<file path="src/rtl/exe_mc_stage.sv">
// Execute stage between ID and MEM on the valid/allowin handshake.
// Holds one instruction, issues multi-cycle ops to an external unit
// (draining its completion safely after a flush), builds store byte
// enables and lane-replicated store data with misalignment detection,
// and publishes a forwarding view of the held destination register.
module exe_mc_stage #(
  parameter int DATA_W = 32,
  parameter int PC_W   = 32,
  parameter int OP_W   = 12,
  parameter int DEST_W = 5
) (
  input  logic                clk,
  input  logic                reset,
  input  logic                flush,
  input  logic                ds2es_valid,
  output logic                es_allowin,
  output logic                es2ms_valid,
  input  logic                ms_allowin,
  input  logic [PC_W-1:0]     in_pc,
  input  logic [OP_W-1:0]     in_op,
  input  logic [DATA_W-1:0]   in_src1,
  input  logic [DATA_W-1:0]   in_src2,
  input  logic [DATA_W-1:0]   in_st_data,
  input  logic                in_ld,
  input  logic                in_st,
  input  logic                in_ld_unsigned,
  input  logic [1:0]          in_size,
  input  logic                in_mc,
  input  logic                in_gr_we,
  input  logic [DEST_W-1:0]   in_dest,
  output logic [OP_W-1:0]     alu_op,
  output logic [DATA_W-1:0]   alu_src1,
  output logic [DATA_W-1:0]   alu_src2,
  input  logic [DATA_W-1:0]   alu_result,
  output logic                mc_start,
  output logic [OP_W-1:0]     mc_op,
  output logic [DATA_W-1:0]   mc_src1,
  output logic [DATA_W-1:0]   mc_src2,
  input  logic                mc_done,
  input  logic [DATA_W-1:0]   mc_result,
  output logic                data_sram_en,
  output logic [DATA_W/8-1:0] data_sram_we,
  output logic [DATA_W-1:0]   data_sram_addr,
  output logic [DATA_W-1:0]   data_sram_wdata,
  output logic [PC_W-1:0]     es2ms_pc,
  output logic [DATA_W-1:0]   es2ms_result,
  output logic                es2ms_ld,
  output logic                es2ms_ld_unsigned,
  output logic [1:0]          es2ms_size,
  output logic [2:0]          es2ms_addr_lo,
  output logic                es2ms_gr_we,
  output logic [DEST_W-1:0]   es2ms_dest,
  output logic                es2ms_ale,
  output logic                fwd_valid,
  output logic [DEST_W-1:0]   fwd_dest,
  output logic                fwd_data_ok,
  output logic [DATA_W-1:0]   fwd_data
);

  localparam int NB    = DATA_W / 8;
  localparam int OFF_W = (DATA_W == 64) ? 3 : 2;

  typedef enum logic [2:0] {
    ST_EMPTY,
    ST_EXEC,
    ST_MC_WAIT,
    ST_MC_DONE,
    ST_DRAIN
  } state_t;

  // Access of 2^size bytes is misaligned when its low address bits are not zero.
  function automatic logic misaligned(input logic [1:0] size, input logic [2:0] lo);
    logic m;
    case (size)
      2'd0:    m = 1'b0;
      2'd1:    m = lo[0];
      2'd2:    m = |lo[1:0];
      default: m = |lo;
    endcase
    return m;
  endfunction

  // 2^size contiguous enables starting at the byte offset.
  function automatic logic [NB-1:0] byte_mask(input logic [1:0] size, input logic [OFF_W-1:0] off);
    logic [NB-1:0] m;
    case (size)
      2'd0:    m = NB'(1);
      2'd1:    m = NB'(3);
      2'd2:    m = NB'(15);
      default: m = '1;
    endcase
    return m << off;
  endfunction

  // Replicate the low 2^size bytes of the store data across the bus.
  function automatic logic [DATA_W-1:0] lane_data(input logic [1:0] size, input logic [DATA_W-1:0] d);
    logic [DATA_W-1:0] w;
    case (size)
      2'd0:    w = {NB{d[7:0]}};
      2'd1:    w = {(NB/2){d[15:0]}};
      2'd2:    w = {(DATA_W/32){d[31:0]}};
      default: w = d;
    endcase
    return w;
  endfunction

  state_t state_q, state_d;

  logic [PC_W-1:0]          pc_p0_q, pc_p0_d;
  logic [OP_W-1:0]          op_p0_q, op_p0_d;
  logic signed [DATA_W-1:0] src1_p0_q, src1_p0_d;
  logic signed [DATA_W-1:0] src2_p0_q, src2_p0_d;
  logic [DATA_W-1:0]        st_data_p0_q, st_data_p0_d;
  logic                     ld_p0_q, ld_p0_d;
  logic                     st_p0_q, st_p0_d;
  logic                     ld_uns_p0_q, ld_uns_p0_d;
  logic [1:0]               size_p0_q, size_p0_d;
  logic                     mc_p0_q, mc_p0_d;
  logic                     gr_we_p0_q, gr_we_p0_d;
  logic [DEST_W-1:0]        dest_p0_q, dest_p0_d;
  logic signed [DATA_W-1:0] mc_res_p0_q, mc_res_p0_d;
  logic                     first_p0_q, first_p0_d;

  logic vld_p0;
  logic ready_go;
  logic accept;
  logic mem_op;
  logic ale;
  logic in_exec;

  assign vld_p0     = (state_q != ST_EMPTY) && (state_q != ST_DRAIN);
  assign ready_go   = (state_q == ST_EXEC) || (state_q == ST_MC_DONE);
  assign in_exec    = (state_q == ST_EXEC);
  assign es_allowin = ((state_q == ST_EMPTY) || (ready_go && ms_allowin)) && (state_q != ST_DRAIN);
  assign accept     = ds2es_valid && es_allowin && !flush;
  assign mem_op     = ld_p0_q || st_p0_q;
  assign ale        = in_exec && mem_op && misaligned(size_p0_q, alu_result[2:0]);

  // Next state: flush wins; an outstanding multi-cycle op must drain its done pulse.
  always_comb begin
    state_d = state_q;
    if (flush) begin
      case (state_q)
        ST_MC_WAIT: state_d = mc_done ? ST_EMPTY : ST_DRAIN;
        ST_DRAIN:   state_d = mc_done ? ST_EMPTY : ST_DRAIN;
        default:    state_d = ST_EMPTY;
      endcase
    end else begin
      case (state_q)
        ST_EMPTY: begin
          if (accept) state_d = in_mc ? ST_MC_WAIT : ST_EXEC;
        end
        ST_EXEC, ST_MC_DONE: begin
          if (ms_allowin) begin
            if (accept) state_d = in_mc ? ST_MC_WAIT : ST_EXEC;
            else        state_d = ST_EMPTY;
          end
        end
        ST_MC_WAIT: begin
          if (mc_done) state_d = ST_MC_DONE;
        end
        ST_DRAIN: begin
          if (mc_done) state_d = ST_EMPTY;
        end
        default: state_d = ST_EMPTY;
      endcase
    end
  end

  // Stage register capture on accept; multi-cycle result latched on its done pulse.
  always_comb begin
    pc_p0_d      = pc_p0_q;
    op_p0_d      = op_p0_q;
    src1_p0_d    = src1_p0_q;
    src2_p0_d    = src2_p0_q;
    st_data_p0_d = st_data_p0_q;
    ld_p0_d      = ld_p0_q;
    st_p0_d      = st_p0_q;
    ld_uns_p0_d  = ld_uns_p0_q;
    size_p0_d    = size_p0_q;
    mc_p0_d      = mc_p0_q;
    gr_we_p0_d   = gr_we_p0_q;
    dest_p0_d    = dest_p0_q;
    mc_res_p0_d  = mc_res_p0_q;
    first_p0_d   = 1'b0;
    if (accept) begin
      pc_p0_d      = in_pc;
      op_p0_d      = in_op;
      src1_p0_d    = in_src1;
      src2_p0_d    = in_src2;
      st_data_p0_d = in_st_data;
      ld_p0_d      = in_ld;
      st_p0_d      = in_st;
      ld_uns_p0_d  = in_ld_unsigned;
      size_p0_d    = in_size;
      mc_p0_d      = in_mc;
      gr_we_p0_d   = in_gr_we;
      dest_p0_d    = in_dest;
      first_p0_d   = in_mc;
    end
    if ((state_q == ST_MC_WAIT) && mc_done && !flush) begin
      mc_res_p0_d = mc_result;
    end
  end

  // ---- ID -> EX stage boundary ----
  // State and stage registers, cleared by synchronous reset.
  always_ff @(posedge clk) begin
    if (reset) begin
      state_q      <= ST_EMPTY;
      pc_p0_q      <= '0;
      op_p0_q      <= '0;
      src1_p0_q    <= '0;
      src2_p0_q    <= '0;
      st_data_p0_q <= '0;
      ld_p0_q      <= 1'b0;
      st_p0_q      <= 1'b0;
      ld_uns_p0_q  <= 1'b0;
      size_p0_q    <= '0;
      mc_p0_q      <= 1'b0;
      gr_we_p0_q   <= 1'b0;
      dest_p0_q    <= '0;
      mc_res_p0_q  <= '0;
      first_p0_q   <= 1'b0;
    end else begin
      state_q      <= state_d;
      pc_p0_q      <= pc_p0_d;
      op_p0_q      <= op_p0_d;
      src1_p0_q    <= src1_p0_d;
      src2_p0_q    <= src2_p0_d;
      st_data_p0_q <= st_data_p0_d;
      ld_p0_q      <= ld_p0_d;
      st_p0_q      <= st_p0_d;
      ld_uns_p0_q  <= ld_uns_p0_d;
      size_p0_q    <= size_p0_d;
      mc_p0_q      <= mc_p0_d;
      gr_we_p0_q   <= gr_we_p0_d;
      dest_p0_q    <= dest_p0_d;
      mc_res_p0_q  <= mc_res_p0_d;
      first_p0_q   <= first_p0_d;
    end
  end

  // ---- EX -> MEM stage boundary ----
  assign alu_op   = op_p0_q;
  assign alu_src1 = src1_p0_q;
  assign alu_src2 = src2_p0_q;

  assign mc_start = (state_q == ST_MC_WAIT) && first_p0_q;
  assign mc_op    = op_p0_q;
  assign mc_src1  = src1_p0_q;
  assign mc_src2  = src2_p0_q;

  assign data_sram_en    = mem_op && in_exec && ms_allowin && !ale && !flush;
  assign data_sram_we    = (st_p0_q && in_exec && !ale) ? byte_mask(size_p0_q, alu_result[OFF_W-1:0]) : '0;
  assign data_sram_addr  = alu_result;
  assign data_sram_wdata = lane_data(size_p0_q, st_data_p0_q);

  assign es2ms_valid       = vld_p0 && ready_go && !flush;
  assign es2ms_pc          = pc_p0_q;
  assign es2ms_result      = mc_p0_q ? mc_res_p0_q : alu_result;
  assign es2ms_ld          = ld_p0_q;
  assign es2ms_ld_unsigned = ld_uns_p0_q;
  assign es2ms_size        = size_p0_q;
  assign es2ms_addr_lo     = alu_result[2:0];
  assign es2ms_gr_we       = gr_we_p0_q && !ale;
  assign es2ms_dest        = dest_p0_q;
  assign es2ms_ale         = ale;

  assign fwd_valid   = vld_p0 && gr_we_p0_q;
  assign fwd_dest    = dest_p0_q;
  assign fwd_data_ok = fwd_valid && !ld_p0_q && ready_go;
  assign fwd_data    = es2ms_result;

endmodule

</file>
<file path="config.mk">
export PLATFORM = sky130hd
export DESIGN_NAME = exe_mc_stage
export DESIGN_NICKNAME = d
export VERILOG_FILES = /design/src/rtl/exe_mc_stage.sv
export SDC_FILE = /design/constraint.sdc
export NUM_CORES = 1
export LEC_CHECK = 0
export CORE_AREA = 5 5 215 217
export DETAILED_ROUTE_END_ITERATION = 12
export DIE_AREA = 0 0 220 222
export PLACE_DENSITY = 0.59
export SLEW_MARGIN = 20
export SYNTH_ARGS = -nofsm -noshare
export SYNTH_HDL_FRONTEND = slang
export SYNTH_SLANG_ARGS = --single-unit
</file>
<file path="constraint.sdc">
create_clock -name clk -period 2.1 [get_ports clk]
set_input_delay 0.315 -clock clk [delete_from_list [all_inputs] [get_ports clk]]
set_output_delay 0.315 -clock clk [all_outputs]
set_load 0.05 [all_outputs]
</file>
==> results of run 1 <==
[routing by layer]
metal  up-vias  track usage  part of all wire
li1       4195            -                 -
met4         4      0.04208             0.016
met1      3988       0.1749              0.42
met5         -            0           0.00072
met3        32      0.04807             0.073
met2       305       0.2451              0.49
[power by group]
group,switching [uW],internal (uW)
Clock,1530,1830
Combinational,1980,1430
Sequential,132,3710
Total,3630,6970
[logic make-up after synthesis]
group                  Yosys count
AND/OR/NAND/NOR                410
buffers and inverters          233
AO/OA/AOI/OAI                  207
flip-flops                     188
multiplexers                    57
[what timing repair did]
item / CTS / global route
buffers inserted: 5 / 0
setup endpoints to repair: 48 / 58
resized for setup: 71 / 27
gates cloned: 0 / 2
pin swaps: 3 / 3
[stage by stage]
step           cells  setup TNS [ns]  hold WS (ns)  utilization  cell area, um^2
5_1_grt         2103          -1.412        0.2173       0.3584            15750
2_1_floorplan   1095         -0.1275        0.4329            -             8717
6_report        2103         -0.3216        0.2461       0.3584            15750
3_5_place_dp    2064         -0.3235        0.4439       0.3379            14850
4_1_cts         2101         -0.9006        0.2042       0.3558            15630
3_3_place_gp    2064         -0.2193        0.4394       0.3379            14850
[sequential cells by signal, summed over array words and instances, names as in the netlist]
signal,count
es2ms_size,2
es2ms_ld_unsigned,1
state_q,3
gr_we_p0_q,1
st_data_p0_q,32
mc_res_p0_q,32
alu_src2,32
alu_op,12
es2ms_pc,32
first_p0_q,1
mc_p0_q,1
st_p0_q,1
es2ms_ld,1
alu_src1,32
es2ms_dest,5
[how the worst max path moves through the flow]
stage	from	endpoint	slack, ns	depth (start not counted)
floorplan	es2ms_size[0]	data_sram_we[2]	-0.06	4
global placement	alu_result[0]	data_sram_we[1]	-0.09	7
detailed placement	alu_result[0]	data_sram_we[2]	-0.11	7
CTS	es2ms_size[1]	data_sram_we[2]	-0.12	6
global route	es2ms_size[1]	data_sram_we[2]	-0.22	6
finish	alu_result[0]	data_sram_we[2]	-0.12	7
[worst max-delay path: cells and delay by family]
kind / cells / cell delay, ns
buffers and inverters: 3 / 0.85
AOI/OAI and AO/OA: 3 / 0.58
and+or+nand+nor: 1 / 0.15
[synthesized netlist by cell type (all sizes together), types with 2 or more instances]
| library cell | n |
|---|---|
| nor2 | 11 |
| nor3b | 3 |
| o21ai | 9 |
| buf | 187 |
| a211oi | 4 |
| mux2i | 9 |
| nor2b | 3 |
| nand2 | 377 |
| nor3 | 6 |
| and4 | 2 |
| mux2 | 48 |
| a21oi | 188 |
| dfxtp | 188 |
| clkbuf | 42 |
| inv | 4 |
| nor4b | 2 |
[layout make-up]
| cell class | instances | area share |
|---|---|---|
| multi-input cells | 674 | 0.2221 |
| clock inverters | 11 | 0.008423 |
| repair buffers | 612 | 0.4520 |
| well taps | 592 | 0.04704 |
| clock buffers | 21 | 0.02924 |
| inverters | 4 | 0.0009535 |
| diodes | 1 | 0.0001589 |
| flip-flops and latches | 188 | 0.2401 |
==> metrics.csv, run 1 <==
stage,metric,value,unit
run_status,status,"finished, violations left",
run_status,failing checks,negative setup slack,
global_routing,global-route wire length before repair,54190,um
global_routing,grt total ovfl,0,
final_layout,fillers,4500,
timing,Worst Clk Skew,0.008166,ns
routing,post-route ant nets,0,
placed_design,I/O Buffers,562,
critical_path,RR Startpoint,state_q[0],
timing,Achievable Freq,0.4497,GHz
cts,clock insertion delay at the later pin of the skew report,0.47,ns
yosys,Post-synth ARST share,0,
global_routing,largest net degree at the start of global routing,70,
cts,"Hold-fix buffers, CTS",0,
critical_path,CP endpoint kind,output pin,
final_layout,area taken by multi-input logic gates,0.003497,mm^2
yosys,"Avg Cell Area, Syn",7.889,um^2
yosys,Mapped Area,0.008638,mm^2
yosys,Synth area leader,dfxtp_1,
final_layout,"most common cell after layout, fill and taps aside",clkdlybuf4s50_1,
cts,CTS Buf Count,17,
final_layout,Syn-to-layout area delta,82.29,%
yosys,mux share of post-synthesis cell area,0.07300,
routing,final WL,37310,um
routing,Pre-Repair DR Iteration Count,4,
timing,Slew @ Worst Pin,0.5815,ns
yosys,adder-cell share of the synthesized area,0,
cts,"Reg clk slew, reported paths",0.08,ns
placed_design,dpl ws,-0.1090,ns
power_and_ir_drop,peak supply drop,0.0004726,V
yosys,register area share after synthesis,0.4357,
power_and_ir_drop,Static Leak,0.006115,uW
cts,worst-case clock buffer depth,2,
routing,WL/cell,17.74,um
critical_path,Crit path arrival time,1.91,ns
cts,CTS tree,done,
global_routing,GRT Total Usage,0.1449,
timing,final number of setup-violating endpoints,9,
timing,fin crit share,1.059,
cts,H-tree depth,4,
yosys,ys flop type,dfxtp_1,
yosys,Post-Synth XOR/XNOR Area,0,
routing,DR DRC count,0,
critical_path,crit-path cells,clkdlybuf4s50_1 > a21o_1 > a21oi_2 > nand4b_1 > buf_6 > a211oi_4 > buf_12,
worst_hold_path,Tightest Hold Check Type,input pin to flop,
yosys,largest cells by area after synthesis,"dfxtp_1 44%, nand2_1 16%, buf_4 14%, a21oi_1 11%, mux2_2 6.3%",
timing,Slew Limit Headroom,0.6117,
critical_path,required time worst endpoint,1.78,ns
global_routing,antenna violations before repair,4,
placed_design,GPL Wtd Cong,0.8048,
yosys,YS warnings,0,
routing,via count,8524,
floorplan,# rows,77,
power_and_ir_drop,P per Cell Area,673.7,mW/mm^2
critical_path,Worst path slowest cell,clkdlybuf4s50_1,
routing,initial DRC count,431,
floorplan,die width,220,um
yosys,Compound-Gate Fraction of Synth Area,0.1250,
timing,Final Hold Vio Count,0,
floorplan,IO Pins,563,
yosys,largest family of logic cells by synthesized area,simple AND/OR/NAND/NOR gates,
critical_path,FF-to-FF setup slack,0.42,ns
critical_path,critical path's largest stage delay,0.50,ns
final_layout,most frequent cells in the layout,"388 x clkdlybuf4s50_1, 377 x nand2_1, 186 x a21oi_1",
timing,RSZ-0062 raised after global routing,true,
critical_path,CP max FO,4,
worst_hold_path,worst-case hold path end point,st_data_p0_q[31],
yosys,synth unique cells,32,
cts,root buffer cell,clkbuf_16,
floorplan,DIE AREA,0.04884,mm^2
routing,drt via density,4.053,
yosys,net count after synthesis,1317,
timing,post-layout min period,2.224,ns
final_layout,nets,1719,
yosys,Post-synth EDFFs,0,
timing,"Slew Viols, Final",0,
worst_hold_path,WHS Path Cells,2,
power_and_ir_drop,total power,10610,uW
floorplan,Die Y,222,um
yosys,Mapped Cells,1095,
floorplan,Placeable Area,0.04393,mm^2
final_layout,fraction of final layout cells sized beyond drive strength 1,0.1954,
final_layout,FF/Latch Area,0.003781,mm^2
critical_path,Setup CP Type,input pin to output pin,
critical_path,worst reg2reg path depth,6,
cts,clock sink total,188,
floorplan,initial core utilization,0.1966,
global_routing,vias in the first global route,8706,
yosys,area share of the largest cell type after synthesis,0.4357,
yosys,Yosys reg bits,188,
placed_design,DP HPWL,28660,um
yosys,"area fraction in and, or, nand and nor cells after synthesis",0.1858,
critical_path,CP startpoint kind,input pin,
critical_path,reg-to-reg endpoint,st_data_p0_q[17],
worst_hold_path,Worst Hold Launch,reset,
timing,Final WS setup,-0.1238,ns
run,max_cap viols,0,
Note: power is estimated with default switching activity, not from simulation.
==> run 2: changes to the inputs <==
Settings changed: SETUP_SLACK_MARGIN set to 0.02.
==> run 2 against run 1 <==
Effect of this change:
- non-clock buffer count increased by 4
- global-route usage decreased by 0.071 points
- via count increased by 0.68%
- the run still ends with negative setup slack left
- final area about the same
- flip-flop and latch count unchanged
- critical path depth decreased by 1
- hold slack got worse by 0.026 ns
- register-to-register slack improved by 0.03 ns
- largest cell class unchanged
- combinational power about the same
- maximum frequency increased by 3.1%
- die area unchanged
==> metrics.csv, run 2 (synthesized netlist as in run 1, its figures left out) <==
stage,metric,value,unit,change
timing,final number of setup-violating endpoints,1,,-8
critical_path,crit path from,es2ms_size[1],,
critical_path,required time worst endpoint,1.78,ns,about the same
final_layout,nets,1723,,+0.23%
power_and_ir_drop,peak supply drop,0.0004692,V,-0.71%
power_and_ir_drop,P per Cell Area,685.7,mW/mm^2,+1.8%
floorplan,initial core utilization,0.1966,,unchanged
floorplan,IO Pins,563,,unchanged
critical_path,worst reg2reg path depth,7,,+1
final_layout,"most common cell after layout, fill and taps aside",nand2_1,,
critical_path,Setup CP Type,flop to output pin,,
timing,Final WS setup,-0.05793,ns,+0.06588 ns
global_routing,grt total ovfl,0,,unchanged
timing,RSZ-0062 raised after global routing,true,,
placed_design,I/O Buffers,562,,unchanged
critical_path,CP startpoint kind,flop,,
global_routing,global-route wire length before repair,53970,um,-0.41%
floorplan,# rows,77,,unchanged
worst_hold_path,Tightest Hold Check Type,input pin to flop,,
cts,worst-case clock buffer depth,2,,unchanged
cts,H-tree depth,4,,unchanged
timing,Worst Clk Skew,0.008894,ns,+0.0007279 ns
final_layout,most frequent cells in the layout,"377 x nand2_1, 367 x clkdlybuf4s50_1, 186 x a21oi_1",,
cts,clock sink total,188,,unchanged
timing,"Slew Viols, Final",0,,unchanged
routing,drt via density,4.075,,+0.54%
cts,CTS Buf Count,17,,unchanged
floorplan,die width,220,um,unchanged
routing,initial DRC count,534,,+24%
global_routing,GRT Total Usage,0.1442,,-0.0007086
timing,Hold Worst Slack,0.2201,ns,-0.02602 ns
run,max_cap viols,0,,unchanged
worst_hold_path,Worst Hold Launch,reset,,
cts,clock insertion delay at the later pin of the skew report,0.47,ns,about the same
routing,Pre-Repair DR Iteration Count,5,,+1
routing,DR DRC count,0,,unchanged
critical_path,CP max FO,5,,+1
worst_hold_path,WHS Path Cells,2,,unchanged
final_layout,diodes inserted,0,,-1
global_routing,largest net degree at the start of global routing,68,,-2.9%
final_layout,fraction of final layout cells sized beyond drive strength 1,0.2008,,+0.005428
power_and_ir_drop,total power,10800,uW,+1.8%
floorplan,DIE AREA,0.04884,mm^2,unchanged
timing,Slew @ Worst Pin,0.6023,ns,+0.02076 ns
timing,Final Hold Vio Count,0,,unchanged
timing,fin crit share,1.028,,-0.03137
timing,Slew Limit Headroom,0.5978,,-0.01386
floorplan,Placeable Area,0.04393,mm^2,unchanged
timing,Achievable Freq,0.4634,GHz,+3.1%
critical_path,RR Startpoint,state_q[0],,
run_status,failing checks,negative setup slack,,
placed_design,placed insts,2068,,+0.19%
routing,final WL,37080,um,-0.60%
cts,root buffer cell,clkbuf_16,,
routing,via count,8582,,+0.68%
final_layout,Syn-to-layout area delta,82.33,%,about the same
final_layout,filler-free cell count of the finished design,2106,,+0.14%
global_routing,antenna violations before repair,1,,-3
power_and_ir_drop,Static Leak,0.006294,uW,+2.9%
timing,post-layout min period,2.158,ns,-0.06588 ns
cts,CTS tree,done,,
routing,post-route ant nets,0,,unchanged
final_layout,fillers,4471,,-0.64%
cts,"Reg clk slew, reported paths",0.08,ns,about the same
critical_path,CP endpoint kind,output pin,,
final_layout,Post-Route Utilization,0.3585,,about the same
critical_path,Crit path arrival time,1.84,ns,-0.07 ns
run_status,status,"finished, violations left",,
floorplan,Die Y,222,um,unchanged
global_routing,vias in the first global route,8582,,-1.4%
placed_design,DP HPWL,28920,um,+0.89%
placed_design,GPL Wtd Cong,0.8030,,-0.22%
routing,WL/cell,17.61,um,-0.74%
run 2: changes by cell type in the layout (fill, tap and decap cells not counted), sizes merged, moves of 3 or more:
cell,change
dlygate4sd2,+11
clkbuf,-4
dlymetal6s2s,+6
clkdlybuf4s50,-21
buf,+9
clkinv,-3
inv,+6
run 2: repair_timing:
| item | in CTS | in global routing |
|---|---|---|
| hold buffers | 0 | 0 |
| pin swaps | 7 | 3 |
| setup buffers | 5 | 2 |
| cloned | 0 | 1 |
| endpoints found under the setup margin | 55 | 67 |
| resized for setup | 64 | 49 |
| hold endpoints to repair | 0 | 0 |
run 2: through the flow:
step	TNS [ns]	area, um^2	worst slack (ns)
after floorplan	0	8712	0.003164
final	-0.05793	15750	-0.05793
after CTS	-1.066	15570	-0.1375
after global routing	-0.6528	15750	-0.1584
after global placement	-0.6954	14820	-0.1620
after detailed placement	-0.8227	14820	-0.2012
run 2: path summary, 6_finish.rpt:
| check | slack (ns) | to |
|---|---|---|
| min reg2reg | 0.45 | es2ms_pc[25] |
| min | 0.22 | alu_op[3] |
| max | -0.06 | data_sram_we[2] |
| max reg2reg | 0.45 | es2ms_pc[7] |
run 2: power breakdown:
part	switching, uW	internal (uW)	total (uW)
Sequential	136	3710	3850
Clock	1610	1960	3560
Combinational	1970	1420	3390
Total	3710	7090	10800
run 2: metal layers:
layer / vias up / GRT usage / wire length [um]
met5: - / 0 / 0
met4: 0 / 0.04389 / 661
met3: 38 / 0.04438 / 2699
met2: 332 / 0.2412 / 18180
met1: 4003 / 0.1776 / 15540
li1: 4209 / - / -
run 2: critical path, cell delays in order (launching register included):
cell and delay, ns:
dfxtp_4 0.37, a21o_1 0.16, a21oi_2 0.15, nand4b_1 0.16, buf_6 0.18, a211oi_4 0.20
buf_12 0.17
run 2: layout make-up:
| class | count | area (um^2) | area share |
|---|---|---|---|
| Inverter | 4 | 15.01 | 0.0009533 |
| Tap cell | 592 | 740.7 | 0.04703 |
| Multi-Input combinational cell | 674 | 3471 | 0.2204 |
| Clock inverter | 14 | 192.7 | 0.01223 |
| Sequential cell | 188 | 3777 | 0.2398 |
| Timing Repair Buffer | 616 | 7114 | 0.4517 |
| Clock buffer | 18 | 439.2 | 0.02788 |
